**config.mk**
```make
export PLATFORM = sky130hd
export DESIGN_NAME = mo_mul_arb
export DESIGN_NICKNAME = d
export VERILOG_FILES = /design/src/rtl/ntt_pkg.sv /design/src/rtl/rr_arbiter.sv /design/src/rtl/mo_mul_arb.sv
export SDC_FILE = /design/constraint.sdc
export NUM_CORES = 1
export LEC_CHECK = 0
export CORE_ASPECT_RATIO = 1.1
export CORE_UTILIZATION = 45
export CTS_CLUSTER_SIZE = 8
export DETAILED_ROUTE_END_ITERATION = 8
export PLACE_DENSITY = 0.78
export SYNTH_ARGS = -nofsm -noshare
export SYNTH_HDL_FRONTEND = slang
export SYNTH_SLANG_ARGS = --single-unit
```
**constraint.sdc**
```tcl
create_clock -name clk -period 12.35 [get_ports clk]
set_input_delay 1.235 -clock clk [delete_from_list [all_inputs] [get_ports clk]]
set_output_delay 1.235 -clock clk [all_outputs]
set_load 0.005 [all_outputs]
```
**src/rtl/ntt_pkg.sv**
```systemverilog
// Shared NTT constants and the mo_mul issue tag.
// Provides DATA_WIDTH, Q, Q_M, Q_K, MUL_LAT and mul_tag_s.
package ntt_pkg;

    localparam int DATA_WIDTH = 14;
    localparam int Q          = 12289;
    // -Q^-1 mod 2^DATA_WIDTH (Montgomery constant)
    localparam int Q_M        = 12287;
    // Q = Q_K * 2^12 + 1 (K-RED constant)
    localparam int Q_K        = 3;
    // MWR2MM: one cycle per operand bit plus in/out stages
    localparam int MUL_LAT    = DATA_WIDTH + 2;

    localparam int N_REQ_MAX  = 8;
    localparam int TAG_ID_W   = $clog2(N_REQ_MAX);

    typedef struct packed {
        logic                valid;
        logic [TAG_ID_W-1:0] id;
    } mul_tag_s;

endpackage

```
**src/rtl/rr_arbiter.sv**
```systemverilog
// N-input round-robin arbiter: combinational one-hot grant.
// Ports: clk, rst_n, req[N] in; gnt[N], gnt_id, gnt_valid out.
module rr_arbiter #(
    parameter int N = 4
) (
    input  logic                 clk,
    input  logic                 rst_n,
    input  logic [N-1:0]         req,
    output logic [N-1:0]         gnt,
    output logic [$clog2(N)-1:0] gnt_id,
    output logic                 gnt_valid
);

    localparam int IW = $clog2(N);

    logic [IW-1:0] last_q;
    logic [IW-1:0] idx;

    // Search begins one past the last winner and wraps.
    always_comb begin
        gnt       = '0;
        gnt_id    = '0;
        gnt_valid = 1'b0;
        idx       = '0;
        for (int k = 1; k <= N; k++) begin
            idx = IW'((int'(last_q) + k) % N);
            if (!gnt_valid && req[idx]) begin
                gnt_valid = 1'b1;
                gnt[idx]  = 1'b1;
                gnt_id    = idx;
            end
        end
    end

    // Reset to N-1 so requester 0 wins first.
    always_ff @(posedge clk) begin
        if (!rst_n) begin
            last_q <= IW'(N - 1);
        end else if (gnt_valid) begin
            last_q <= gnt_id;
        end
    end

endmodule

```
**src/rtl/mo_mul_arb.sv**
```systemverilog
// Shares one mo_mul among N_REQ requesters with tagged returns.
// Ports: req_valid/ready/a/b per requester; mul_a/b, mul_result
// to the multiplier; rsp_valid/rsp_data back; busy.
module mo_mul_arb
    import ntt_pkg::*;
#(
    parameter int N_REQ   = 4,
    parameter int MAX_OUT = 8
) (
    input  logic                                clk,
    input  logic                                rst_n,
    input  logic [N_REQ-1:0]                    req_valid,
    output logic [N_REQ-1:0]                    req_ready,
    input  logic [N_REQ-1:0][DATA_WIDTH-1:0]    req_a,
    input  logic [N_REQ-1:0][DATA_WIDTH-1:0]    req_b,
    output logic [DATA_WIDTH-1:0]               mul_a,
    output logic [DATA_WIDTH-1:0]               mul_b,
    input  logic [DATA_WIDTH-1:0]               mul_result,
    output logic [N_REQ-1:0]                    rsp_valid,
    output logic [DATA_WIDTH-1:0]               rsp_data,
    output logic                                busy
);

    localparam int IW = $clog2(N_REQ);
    localparam int CW = $clog2(MAX_OUT + 1);

    // tag_q[k] is the op issued k+1 cycles ago; the last
    // stage lines up with mul_result.
    mul_tag_s       tag_q [MUL_LAT+1];
    logic [CW-1:0]  cnt_q [N_REQ];

    logic [N_REQ-1:0] elig;
    logic [N_REQ-1:0] arb_req;
    logic [N_REQ-1:0] gnt;
    logic [IW-1:0]    gnt_id;
    logic             gnt_valid;

    always_comb begin
        rsp_valid = '0;
        for (int i = 0; i < N_REQ; i++) begin
            rsp_valid[i] = tag_q[MUL_LAT].valid &&
                (tag_q[MUL_LAT].id == TAG_ID_W'(i));
        end
    end

    assign rsp_data = mul_result;

    // A returning result frees a slot in the same cycle,
    // so a full requester may be re-granted immediately.
    always_comb begin
        elig = '0;
        for (int i = 0; i < N_REQ; i++) begin
            elig[i] = (cnt_q[i] < CW'(MAX_OUT)) | rsp_valid[i];
        end
    end

    assign arb_req   = req_valid & elig & {N_REQ{rst_n}};
    assign req_ready = gnt;

    always_comb begin
        busy = 1'b0;
        for (int k = 0; k <= MUL_LAT; k++) begin
            busy = busy | tag_q[k].valid;
        end
    end

    rr_arbiter #(
        .N(N_REQ)
    ) u_arb (
        .clk       (clk),
        .rst_n     (rst_n),
        .req       (arb_req),
        .gnt       (gnt),
        .gnt_id    (gnt_id),
        .gnt_valid (gnt_valid)
    );

    always_ff @(posedge clk) begin
        if (!rst_n) begin
            mul_a <= '0;
            mul_b <= '0;
            for (int k = 0; k <= MUL_LAT; k++) begin
                tag_q[k] <= '0;
            end
            for (int i = 0; i < N_REQ; i++) begin
                cnt_q[i] <= '0;
            end
        end else begin
            if (gnt_valid) begin
                mul_a <= req_a[gnt_id];
                mul_b <= req_b[gnt_id];
            end
            tag_q[0] <= '{valid: gnt_valid,
                          id: TAG_ID_W'(gnt_id)};
            for (int k = 1; k <= MUL_LAT; k++) begin
                tag_q[k] <= tag_q[k-1];
            end
            for (int i = 0; i < N_REQ; i++) begin
                if (gnt[i] && !rsp_valid[i]) begin
                    cnt_q[i] <= cnt_q[i] + CW'(1);
                end else if (!gnt[i] && rsp_valid[i]) begin
                    cnt_q[i] <= cnt_q[i] - CW'(1);
                end
            end
        end
    end

endmodule
```
==> results of run 1 <==
layout make-up:
cell class	instances	area (um2)	area share
well taps	150	188	0.0263
flip-flops and latches	97	2100	0.294
multi-input cells	364	2880	0.403
clock buffers	9	225	0.0315
inverters	27	101	0.0142
diodes	1	2.50	0.000350
clock inverters	7	87.6	0.0123
repair buffers	157	1560	0.218
routing by layer:
layer  vias to the layer above  wire length [um]  GRT usage  share of wire
met5                         -                22          0         0.0017
met4                         4               202     0.0704          0.015
met3                        17              1240     0.0883          0.093
met2                       142              6190      0.368           0.47
met1                      2021              5620      0.255           0.42
li1                       2120                 -          -              -
sequential cells by signal (all words and copies together), names as in the netlist:
signal / cells
tag_q: 51
cnt_q: 16
mul_a: 14
mul_b: 14
u_arb.last_q: 2
stage by stage:
stage	cell area, um2	worst slack, ns	power [mW]	hold slack, ns	cells
after floorplan	5310	8.19	1.03	0.412	533
after global placement	6830	6.83	1.27	0.414	795
after detailed placement	6830	6.73	1.29	0.417	795
after CTS	7140	6.60	1.58	0.434	811
after global routing	7140	6.38	1.67	0.445	811
final	7140	6.63	1.57	0.433	812
worst paths after layout:
| path | cells past startpoint | start | slack, ns | to |
|---|---|---|---|---|
| setup reg to reg | 14 | u_arb.last_q[0]$_SDFFE_PN1P_ | 7.33 | cnt_q[2][3]$_SDFFCE_PN0P_ |
| setup / recovery | 10 | u_arb.last_q[0]$_SDFFE_PN1P_ | 6.63 | req_ready[3] |
| hold / removal | 1 | tag_q[0][41]$_SDFF_PN0_ | 0.43 | tag_q[0][45]$_SDFF_PN0_ |
| hold reg to reg | 1 | tag_q[0][41]$_SDFF_PN0_ | 0.43 | tag_q[0][45]$_SDFF_PN0_ |
logic make-up (layout without fill, tap and decap cells):
group / count (synthesis) / count (layout) / share of synthesized area
AOI/OAI and AO/OA: 85 / 85 / 0.117
xor gates and xnor gates: 15 / 15 / 0.0247
adders and majority gates: 19 / 19 / 0.0490
buffers and inverters: 72 / 200 / 0.0650
DFF: 97 / 97 / 0.396
muxes: 94 / 94 / 0.186
other: 0 / 1 / 0
and+or+nand+nor: 151 / 151 / 0.162
synth_stat cells, drive strengths merged (4+ instances only):
cell type and instances:
nand2 11, ha 16, dfxtp 81, inv 24, clkbuf 19, nand4 5, a21o 4, o21ai 46
nand3 41, nor3 8, a21oi 4, a21boi 4, o31ai 4, nor2 8, edfxtp 16, buf 26
mux2 29, xnor2 15, and3 7, mux2i 64, and2 52
power groups by stage:
stage	sequential [mW]	clock (mW)	combinational, mW
final	0.467	0.287	0.812
after global routing	0.477	0.307	0.886
after CTS	0.467	0.295	0.819
after detailed placement	0.473	0	0.817
after global placement	0.469	0	0.799
after floorplan	0.457	0	0.574
worst max-delay path, stage by stage (launching register included):
cell	delay, ns
dfxtp_1	0.73
clkinv_1	0.53
ha_1	0.62
and3b_1	0.27
o211ai_1	0.11
o31ai_1	0.20
o21ai_0	0.22
o22ai_1	0.09
a222oi_1	0.82
inv_1	0.10
clkdlybuf4s50_1	0.47
==> impl_metrics.csv, run 1 <==
group,metric,value,unit
cells_and_area,final_cell_mix,"153 x clkdlybuf4s50_1, 81 x dfxtp_1, 64 x mux2i_1, 51 x and2_1, 41 x nand3_1",
sta,timing_hold_violations_final,0,
grt,grt_pass1_wl,20.9,mm
worst_setup_path,start_kind,"flop",
clock_network,clock_latency,0.34,ns
cells_and_area,drive_above_1_share,0.0983,
clock_network,post_cts_resized,0,
cells_and_area,final_core_util,0.622,
pwr,p_comb_frac,0.518,
synth,yosysSeqAreaShare,0.396,
synth,syn_inst,533,
clock_network,cts_buffers,9,
clock_network,cts_root_buf,"clkbuf_16",
clock_network,tritoncts,"yes",
cells_and_area,final_common_cell,"clkdlybuf4s50_1",
grt,grt_pass1_vias,4253,
sta,period_needed,5.72,ns
hold_path,hp-class,"reg2reg",
die,start_util,0.462,
clock_network,clkSinkCount,97,
cells_and_area,area_growth,34.5,%
route,num_vias,4304,
route,routed_wl,13.3,mm
pwr,power_density,219,nW/um2
placed_design,portBuffers,154,
die,io_pins,183,
clock_network,h-tree-depth,3,
die,rows,41,
pwr,switching_share,0.372,
pwr,intPower,0.983,mW
worst_setup_path,arrival,4.49,ns
sta,final.setup_skew,0.00949,ns
grt,grt_max_degree,118,
route,postRouteAntennaNets,0,
clock_network,cts.reportedPaths.clkPinSlew,0.07,ns
route,vias_per_cell,5.30,
synth,syn_area,5310,um2
route,wl_per_cell,16.3,um
synth,ys_async_sr_fraction,0,
synth,synth.ff_latch_count,97,
placed_design,gp_congestion,0.863,
synth,yosysWarnings,0,
route,firstDrtPassIters,5,
clock_network,ctsHoldBuffers,0,
grt,grtUsageTotal,0.218,
pwr,seqPwrFrac,0.298,
clock_network,cts_buffer_depth,2,
worst_setup_path,end_kind,"output pin",
job,maxCapViolCount,0,
pwr,p_switching,0.583,mW
sta,period_share,0.463,
clock_network,cts_setup_buffers,0,
sta,max_freq,0.175,GHz
pwr,pwr-share-clk,0.183,
die,die_w,106,um
sta,worst_pin_slew,1.01,ns
route,drcViolationCount,0,
synth,synth_area_leaders,"dfxtp_1 31%, mux2i_1 12%, edfxtp_1 9.0%",
synth,synth_area_per_cell,9.96,um2
cells_and_area,num-fill-cells,976,
worst_setup_path,cp.required,11.11,ns
synth,synth_nets,684,
worst_setup_path,path_class,"reg2out",
synth,synth_top_cell_by_area,"dfxtp_1",
run_status,outcome,"finished clean",
grt,globalRouteOverflowTotal,0,
grt,antenna_found_initial,3,
worst_setup_path,crit_fanout,16,
pwr,ir_drop,0.000122,V
die,core-area,11500,um2
synth,synth_top_area_frac,0.305,
die,die-area,12200,um2
sta,slew_headroom,0.325,
synth,synth_cell_types,62,
sta,maxSlewViolCount,0,
sta,rsz0062_at_grt,"false",
sta,fin_tns_setup,0,ns
die,die_h,116,um
pwr,p_leak,3.05,nW
synth,synth_ff_type,"dfxtp_1",
route,dr.first_iter.drc_count,224,
cells_and_area,nets,807,
synth,synth_edf_count,16,
placed_design,place_hpwl,9.66,mm
sta,finalSetupViolCount,0,
Note: power is estimated with default switching activity, not from simulation.
==> inputs of run 2 (changes only) <==
Settings changed: CORE_UTILIZATION 45 to 42, PLACE_DENSITY 0.78 to 0.76.
Clock period 12.35 ns to 4.68 ns, I/O delays scaled along.
==> run 2 against run 1 <==
Against the previous run:
- routed wire length fell by 0.35%
- sequential power rose to 2.6 times the previous value
- total power rose to 2.7 times the previous value
- register-to-register slack got worse by 7.0 ns
- largest power group unchanged
- highest routed layer is now met4
==> impl_metrics.csv, run 2 (same netlist as run 1, synthesis figures left out) <==
group,metric,value,unit
cells_and_area,reg_top3,"tag_q x51, cnt_q x16",
sta,period_share,0.921,
clock_network,cts_buffers,9,
job,maxCapViolCount,0,
route,wl_per_cell,16.1,um
cells_and_area,final_cell_mix,"153 x clkdlybuf4s50_1, 81 x dfxtp_1, 64 x mux2i_1, 51 x and2_1, 41 x nand3_1",
cells_and_area,nets,813,
die,core-area,12200,um2
worst_setup_path,rr_worst_depth,14,
clock_network,clock_latency,0.34,ns
worst_setup_path,end_kind,"flop",
run_status,outcome,"finished clean",
hold_path,holdPathStages,1,
sta,period_needed,4.31,ns
clock_network,cts_setup_buffers,0,
worst_setup_path,crit_chain,"inv_1 -> ha_1 -> mux2i_1 -> a2bb2oi_2 -> o211ai_1 -> a22oi_2 -> nand3_1 -> inv_1 -> ha_1 -> a21o_1 -> a21oi_1 -> xnor2_1 -> nand4_1 -> o31ai_1",
worst_setup_path,r2r-start,"u_arb.last_q[1]$_SDFFE_PN1P_",
route,vias_per_cell,5.37,
worst_setup_path,start_kind,"flop",
cells_and_area,drive_above_1_share,0.108,
pwr,ir_drop,0.000318,V
pwr,intPower,2.59,mW
route,num_vias,4411,
sta,finalSetupViolCount,0,
worst_setup_path,r2r_end,"cnt_q[2][3]$_SDFFCE_PN0P_",
clock_network,ctsHoldBuffers,0,
grt,grtUsageTotal,0.205,
placed_design,place_hpwl,9.83,mm
die,rows,42,
grt,globalRouteOverflowTotal,0,
clock_network,clkSinkCount,97,
die,die_h,120,um
worst_setup_path,cpPeakStageDelay,0.64,ns
hold_path,hp-class,"reg2reg",
clock_network,h-tree-depth,3,
hold_path,hold_end,"tag_q[0][25]$_SDFF_PN0_",
sta,fin_hold_ws,0.429,ns
pwr,power_density,579,nW/um2
placed_design,portBuffers,154,
die,io_pins,183,
die,die-area,13100,um2
cells_and_area,area_growth,35.1,%
route,dr.first_iter.drc_count,196,
cells_and_area,regMostFlops,"tag_q",
cells_and_area,largest_reg_flops,51,
route,postRouteAntennaNets,0,
worst_setup_path,arrival,4.48,ns
pwr,p_switching,1.57,mW
clock_network,cts.reportedPaths.clkPinSlew,0.07,ns
pwr,pwr-share-clk,0.168,
sta,worst_pin_slew,0.936,ns
worst_setup_path,crit_fanout,13,
die,die_w,109,um
clock_network,cts_root_buf,"clkbuf_16",
worst_setup_path,r2r_slack,0.37,ns
sta,fin_tns_setup,0,ns
sta,max_freq,0.232,GHz
cells_and_area,diodes,0,
pwr,finalPower,4.15,mW
cells_and_area,final_common_cell,"clkdlybuf4s50_1",
route,routed_wl,13.2,mm
pwr,p_leak,3.07,nW
route,firstDrtPassIters,5,
grt,grt_pass1_wl,20.8,mm
pwr,p_comb_frac,0.541,
pwr,switching_share,0.377,
clock_network,cts_buffer_depth,2,
die,start_util,0.436,
clock_network,tritoncts,"yes",
sta,slew_headroom,0.376,
clock_network,post_cts_resized,0,
sta,timing_hold_violations_final,0,
placed_design,gp_congestion,0.981,
grt,grt_max_degree,89,
sta,rsz0062_at_grt,"false",
worst_setup_path,cp_slowest_cell,"dfxtp_1",
grt,antenna_found_initial,0,
hold_path,hold_start,"tag_q[0][21]$_SDFF_PN0_",
worst_setup_path,cp.required,4.85,ns
worst_setup_path,path_class,"reg2reg",
grt,grt_pass1_vias,4429,
route,drcViolationCount,0,
pwr,seqPwrFrac,0.291,
sta,final.setup_skew,0.00896,ns
sta,maxSlewViolCount,0,
[run 2: worst max-delay path by stage]
stage,start,slack [ns],endpoint,cells past startpoint
6_report,u_arb.last_q[1]$_SDFFE_PN1P_,0.37,cnt_q[2][3]$_SDFFCE_PN0P_,14
5_1_grt,u_arb.last_q[1]$_SDFFE_PN1P_,0.08,cnt_q[0][3]$_SDFFCE_PN0P_,15
4_1_cts,u_arb.last_q[1]$_SDFFE_PN1P_,0.27,cnt_q[2][3]$_SDFFCE_PN0P_,14
3_5_place_dp,u_arb.last_q[1]$_SDFFE_PN1P_,0.30,cnt_q[2][3]$_SDFFCE_PN0P_,14
3_3_place_gp,u_arb.last_q[1]$_SDFFE_PN1P_,0.57,cnt_q[2][3]$_SDFFCE_PN0P_,14
2_1_floorplan,u_arb.last_q[0]$_SDFFE_PN1P_,0.80,cnt_q[2][3]$_SDFFCE_PN0P_,15
[run 2: critical path: cells and delay by family (launching register included)]
kind / cells / cell delay, ns
flops: 1 / 0.64
xor+xnor: 1 / 0.17
simple gates: 2 / 0.31
fa+ha+maj: 2 / 0.85
compound gates: 6 / 1.27
mux: 1 / 0.46
buf+inv: 2 / 0.42
[run 2: metal layers]
| metal | up-vias | part of all wire | track usage |
|---|---|---|---|
| met1 | 2064 | 0.39 | 0.226 |
| met3 | 24 | 0.081 | 0.0636 |
| met4 | 0 | 0.026 | 0.0883 |
| met2 | 182 | 0.50 | 0.358 |
| li1 | 2141 | - | - |
| met5 | - | 0 | 0 |
[run 2: metrics by stage]
step	util	worst slack, ns	std cells	instance area, um2
6_report	0.588	0.370	821	7170
5_1_grt	0.588	0.0764	821	7170
4_1_cts	0.588	0.267	821	7170
3_5_place_dp	0.565	0.295	805	6890
3_3_place_gp	0.565	0.575	805	6890
2_1_floorplan	-	0.797	533	5310
[run 2: area by class of cell]
type	count	area [um2]
Timing Repair Buffer	163	1620
Fill cell	1052	5020
Multi-Input combinational cell	364	2880
Clock buffer	9	225
Tap cell	154	193
Inverter	27	101
Sequential cell	97	2100
Clock inverter	7	52.6
[run 2: power groups by stage]
stage | registers, mW | clock network, mW | logic (mW)
2_1_floorplan | 1.21 | 0 | 1.52
3_3_place_gp | 1.21 | 0 | 2.17
3_5_place_dp | 1.22 | 0 | 2.23
4_1_cts | 1.21 | 0.717 | 2.25
5_1_grt | 1.23 | 0.752 | 2.44
6_report | 1.21 | 0.699 | 2.25
==> inputs of run 3 (changes only) <==
Clock period 4.68 ns to 3.7 ns, I/O delays scaled along.
==> run 3 against run 2 <==
Against the previous run:
- die area stayed put
- sequential cell count stayed put
- global-route usage is 0.46 points higher
- total power is 31% higher
- register-to-register slack worse by 0.15 ns
- highest routed layer unchanged
==> impl_metrics.csv, run 3 (same netlist as run 1, synthesis figures left out) <==
group,metric,value,unit
pwr,power_density,740,nW/um2
route,drcViolationCount,0,
cells_and_area,reg_top3,"tag_q x51, cnt_q x16",
placed_design,place_hpwl,9.95,mm
worst_setup_path,crit_fanout,8,
clock_network,clock_latency,0.35,ns
placed_design,dp_cells,825,
cells_and_area,drive_above_1_share,0.137,
clock_network,tritoncts,"yes",
sta,max_freq,0.288,GHz
clock_network,cts_buffer_depth,2,
worst_setup_path,cp_slowest_cell,"or3b_4",
die,core-area,12200,um2
sta,maxSlewViolCount,0,
sta,final.setup_skew,0.00858,ns
worst_setup_path,rr_worst_depth,14,
worst_setup_path,crit_chain,"or3b_4 -> a21boi_4 -> mux4_2 -> and2_4 -> o21ai_1 -> a221oi_2 -> nand3_1 -> inv_1 -> ha_1 -> a21o_1 -> a21oi_1 -> xnor2_1 -> nand4_1 -> o31ai_1",
cells_and_area,regMostFlops,"tag_q",
route,dr.first_iter.drc_count,186,
job,maxCapViolCount,0,
worst_setup_path,cpPeakStageDelay,0.44,ns
worst_setup_path,start_kind,"flop",
sta,worst_pin_slew,0.757,ns
grt,grt_max_degree,79,
clock_network,h-tree-depth,3,
sta,period_needed,3.48,ns
route,vias_per_cell,5.17,
die,die-area,13100,um2
sta,slew_headroom,0.494,
worst_setup_path,r2r-start,"tag_q[0][67]$_SDFF_PN0_",
grt,grt_pass1_vias,4483,
cells_and_area,final_cell_mix,"153 x clkdlybuf4s50_1, 81 x dfxtp_1, 64 x mux2i_1, 51 x and2_1, 41 x nand3_1",
worst_setup_path,end_kind,"flop",
route,routed_wl,13.2,mm
cells_and_area,largest_reg_flops,51,
pwr,p_leak,3.17,nW
cells_and_area,final_cells,841,
grt,globalRouteOverflowTotal,0,
die,start_util,0.436,
clock_network,cts_buffers,9,
clock_network,post_cts_resized,0,
placed_design,gp_congestion,0.917,
grt,grtUsageTotal,0.210,
worst_setup_path,path_class,"reg2reg",
clock_network,clkSinkCount,97,
worst_setup_path,cp.required,3.87,ns
placed_design,place_area,7060,um2
worst_setup_path,r2r_slack,0.22,ns
die,die_h,120,um
clock_network,cts_root_buf,"clkbuf_16",
sta,rsz0062_at_grt,"true",
die,io_pins,183,
sta,timing_hold_violations_final,0,
hold_path,hp-class,"reg2reg",
clock_network,cts.reportedPaths.clkPinSlew,0.07,ns
cells_and_area,diodes,0,
die,rows,42,
clock_network,cts_setup_buffers,0,
cells_and_area,design_area,7370,um2
route,num_vias,4351,
worst_setup_path,crit_start,"tag_q[0][67]$_SDFF_PN0_",
sta,finalSetupViolCount,0,
route,wl_per_cell,15.7,um
pwr,ir_drop,0.000398,V
cells_and_area,area_growth,38.7,%
cells_and_area,nets,833,
sta,period_share,0.939,
worst_setup_path,arrival,3.65,ns
die,die_w,109,um
worst_setup_path,r2r_end,"cnt_q[0][3]$_SDFFCE_PN0P_",
worst_setup_path,crit_path_end,"cnt_q[0][3]$_SDFFCE_PN0P_",
run_status,outcome,"finished clean",
cells_and_area,final_common_cell,"clkdlybuf4s50_1",
clock_network,ctsHoldBuffers,0,
grt,antenna_found_initial,0,
placed_design,portBuffers,154,
route,postRouteAntennaNets,0,
route,firstDrtPassIters,4,
grt,grt_pass1_wl,21.2,mm
run 3: worst min-delay path by stage:
stage / from / end / slack, ns / depth (start not counted)
floorplan: tag_q[0][8]$_SDFF_PN0_ / tag_q[0][12]$_SDFF_PN0_ / 0.41 / 1
global placement: tag_q[0][0]$_SDFF_PN0_ / tag_q[0][4]$_SDFF_PN0_ / 0.41 / 1
detailed placement: tag_q[0][17]$_SDFF_PN0_ / tag_q[0][21]$_SDFF_PN0_ / 0.42 / 1
CTS: tag_q[0][1]$_SDFF_PN0_ / tag_q[0][5]$_SDFF_PN0_ / 0.44 / 1
global route: tag_q[0][16]$_SDFF_PN0_ / tag_q[0][20]$_SDFF_PN0_ / 0.44 / 1
finish: tag_q[0][1]$_SDFF_PN0_ / tag_q[0][5]$_SDFF_PN0_ / 0.43 / 1
run 3: worst max-delay path, delay by kind of cell (launching register included):
| kind | cells | cell delay, ns |
|---|---|---|
| AOI/OAI and AO/OA | 6 | 1.11 |
| and+or+nand+nor | 4 | 0.90 |
| DFF | 1 | 0.39 |
| muxes | 1 | 0.35 |
| adders and majority gates | 1 | 0.24 |
| xor gates and xnor gates | 1 | 0.17 |
| buffers and inverters | 1 | 0.13 |
run 3: stage by stage:
| step | util | TNS (ns) | power [mW] | hold slack, ns | setup WS (ns) |
|---|---|---|---|---|---|
| floorplan | - | 0 | 3.45 | 0.412 | 0.0369 |
| global placement | 0.579 | 0 | 4.47 | 0.415 | 0.219 |
| detailed placement | 0.579 | 0 | 4.55 | 0.418 | 0.0417 |
| CTS | 0.603 | 0 | 5.48 | 0.436 | 0.189 |
| global route | 0.604 | -0.0151 | 5.81 | 0.443 | -0.0151 |
| finish | 0.604 | 0 | 5.45 | 0.434 | 0.224 |
run 3: where the power goes:
part	switching, mW	internal, mW	leakage, nW	total, mW
Sequential	0.136	1.37	0.833	1.51
Combinational	1.46	1.57	2.20	3.03
Clock	0.441	0.470	0.144	0.912
run 3: per-layer routing:
layer | global-route usage | up-vias | share of wire
li1 | - | 2174 | -
met1 | 0.238 | 2015 | 0.40
met2 | 0.364 | 147 | 0.50
met3 | 0.0663 | 15 | 0.081
met4 | 0.0792 | 0 | 0.020
met5 | 0 | - | 0
run 3: cell type report:
class / count / area (um2)
tap: 154 / 193
multi-input combinational: 364 / 2900
sequential: 97 / 2100
clock inverter: 7 / 62.6
clock buffer: 9 / 225
inverter: 27 / 101
fill: 1057 / 4820
timing repair buffer: 183 / 1780
==> edit (flow settings as in run 3) <==
`N_REQ`: 4 -> 2.
--- a/src/rtl/mo_mul_arb.sv
+++ b/src/rtl/mo_mul_arb.sv
@@ -5,5 +5,5 @@
     import ntt_pkg::*;
 #(
-    parameter int N_REQ   = 4,
+    parameter int N_REQ   = 2,
     parameter int MAX_OUT = 8
 ) (
Ports: changed (5 resized); port bits go from 183 to 121. The function was not compared with the original's and may differ.
==> edit against run 3 <==
- area after synthesis down 46%
- sequential cell count down 26
- power down 68%
- critical path depth down 8
- setup slack better by 0.61 ns
- cell area down 46%
- sequential power down 43%
- wire length down 54%
- count of clock-buffer cells in the layout unchanged
==> edit: results <==
group,metric,value,unit
yosys,synth_area_leaders,"dfxtp_1, edfxtp_1, a21o_1",
status,status,"finished, final reports clean",
finish,top_regs,"tag_q: 34 flops, mul_a: 14 flops, mul_b: 14 flops",
critical_path,crit_arrival,2.50,ns
timing,fin_skew,0.0118,ns
global_route,met1_usage,19.9,%
route,via_count,2221,
placed_design,place_ws,0.700,ns
timing,slew_headroom,37.5,%
hold_path,hp-start,"tag_q[0][36]",
route,drt-met1-wl,2520,um
power,peakVddDrop,307,uV
timing,fmax,0.349,GHz
placed_design,hpwlAfterDp,4370,um
power,p_leak,1.76,nW
route,routed-wl-met2,3120,um
route,wl_met3,297,um
global_route,grt_use_met3,4.08,%
global_route,grt_pass1_wl,9210,um
finish,n_fill_cell,583,
yosys,synth_fp_nets,350,
global_route,grt_pass1_vias,2004,
route,drtIter0Drc,90,
timing,holdWs,0.440,ns
global_route,grt_max_degree,40,
yosys,synth_top_area_share,43.7,%
yosys,yosysUniqueCellTypes,43,
clock_tree,cts_root_buf,"clkbuf_8",
critical_path,r2r-end,"cnt_q[0][3]",
critical_path,crit_fanout,30,
global_route,gr-usage-met2,28.3,%
finish,drive_gt1_share,7.87,%
critical_path,r2r_cells,10,
finish,nets,430,
finish,largest_register_ffs,34,
yosys,synth_cells,271,
placed_design,port_buffers,92,
route,wl,6040,um
route,vias_per_cell,5.07,
yosys,seq_area_frac_synth,52.1,%
placed_design,gp_congestion,0.801,
placed_design,place_area,3760,um2
placed_design,dp_cells,422,
hold_path,hold_end,"tag_q[0][40]",
yosys,synth_edf_count,8,
[edit: cell count changes after synthesis, moves of 15 or more]
cell | before | now
and2_1 | 51 | 33
dfxtp_1 | 81 | 63
mux2_2 | 29 | 1
nand3_1 | 41 | 3
o21ai_0 | 32 | 2
a22o_1 | 1 | 24
clkbuf_1 | 19 | 4
mux2i_1 | 64 | 4
a21o_1 | 3 | 29
[edit: cells by family after synthesis]
family,after synthesis,synth area share (%)
AOI/OAI and AO/OA,77,21.1
DFF,71,52.1
and+or+nand+nor,69,13.7
buffers and inverters,39,7.42
xor gates and xnor gates,5,1.52
muxes,5,1.78
adders and majority gates,5,2.43
[edit: cell type report]
class	instances	share of cell area [%]
clock buffers	9	3.13
clock inverters	7	1.99
inverters	14	1.33
multi-input cells	161	29.5
flip-flops and latches	71	37.9
well taps	82	2.59
repair buffers	94	23.6
[edit: power groups by stage]
| stage | sequential, mW | combinational, mW | clock (mW) |
|---|---|---|---|
| 6_report | 0.863 | 0.281 | 0.615 |
| 5_1_grt | 0.870 | 0.308 | 0.669 |
| 4_1_cts | 0.863 | 0.285 | 0.634 |
| 3_5_place_dp | 0.880 | 0.284 | 0 |
| 3_3_place_gp | 0.878 | 0.279 | 0 |
| 2_1_floorplan | 0.878 | 0.131 | 0 |
[edit: how the worst max path moves through the flow]
stage	end	startpoint
2_1_floorplan	cnt_q[0][3]	tag_q[0][64]
3_3_place_gp	cnt_q[0][3]	rst_n
3_5_place_dp	cnt_q[0][3]	req_valid[0]
4_1_cts	req_ready[1]	rst_n
5_1_grt	req_ready[1]	tag_q[0][67]
6_report	req_ready[1]	rst_n
[edit: critical path, stage by stage]
cell             delay, ns
clkdlybuf4s50_1       0.52
nand2_1               0.10
a21o_1                0.20
or2_4                 0.27
inv_2                 0.42
clkdlybuf4s50_1       0.62
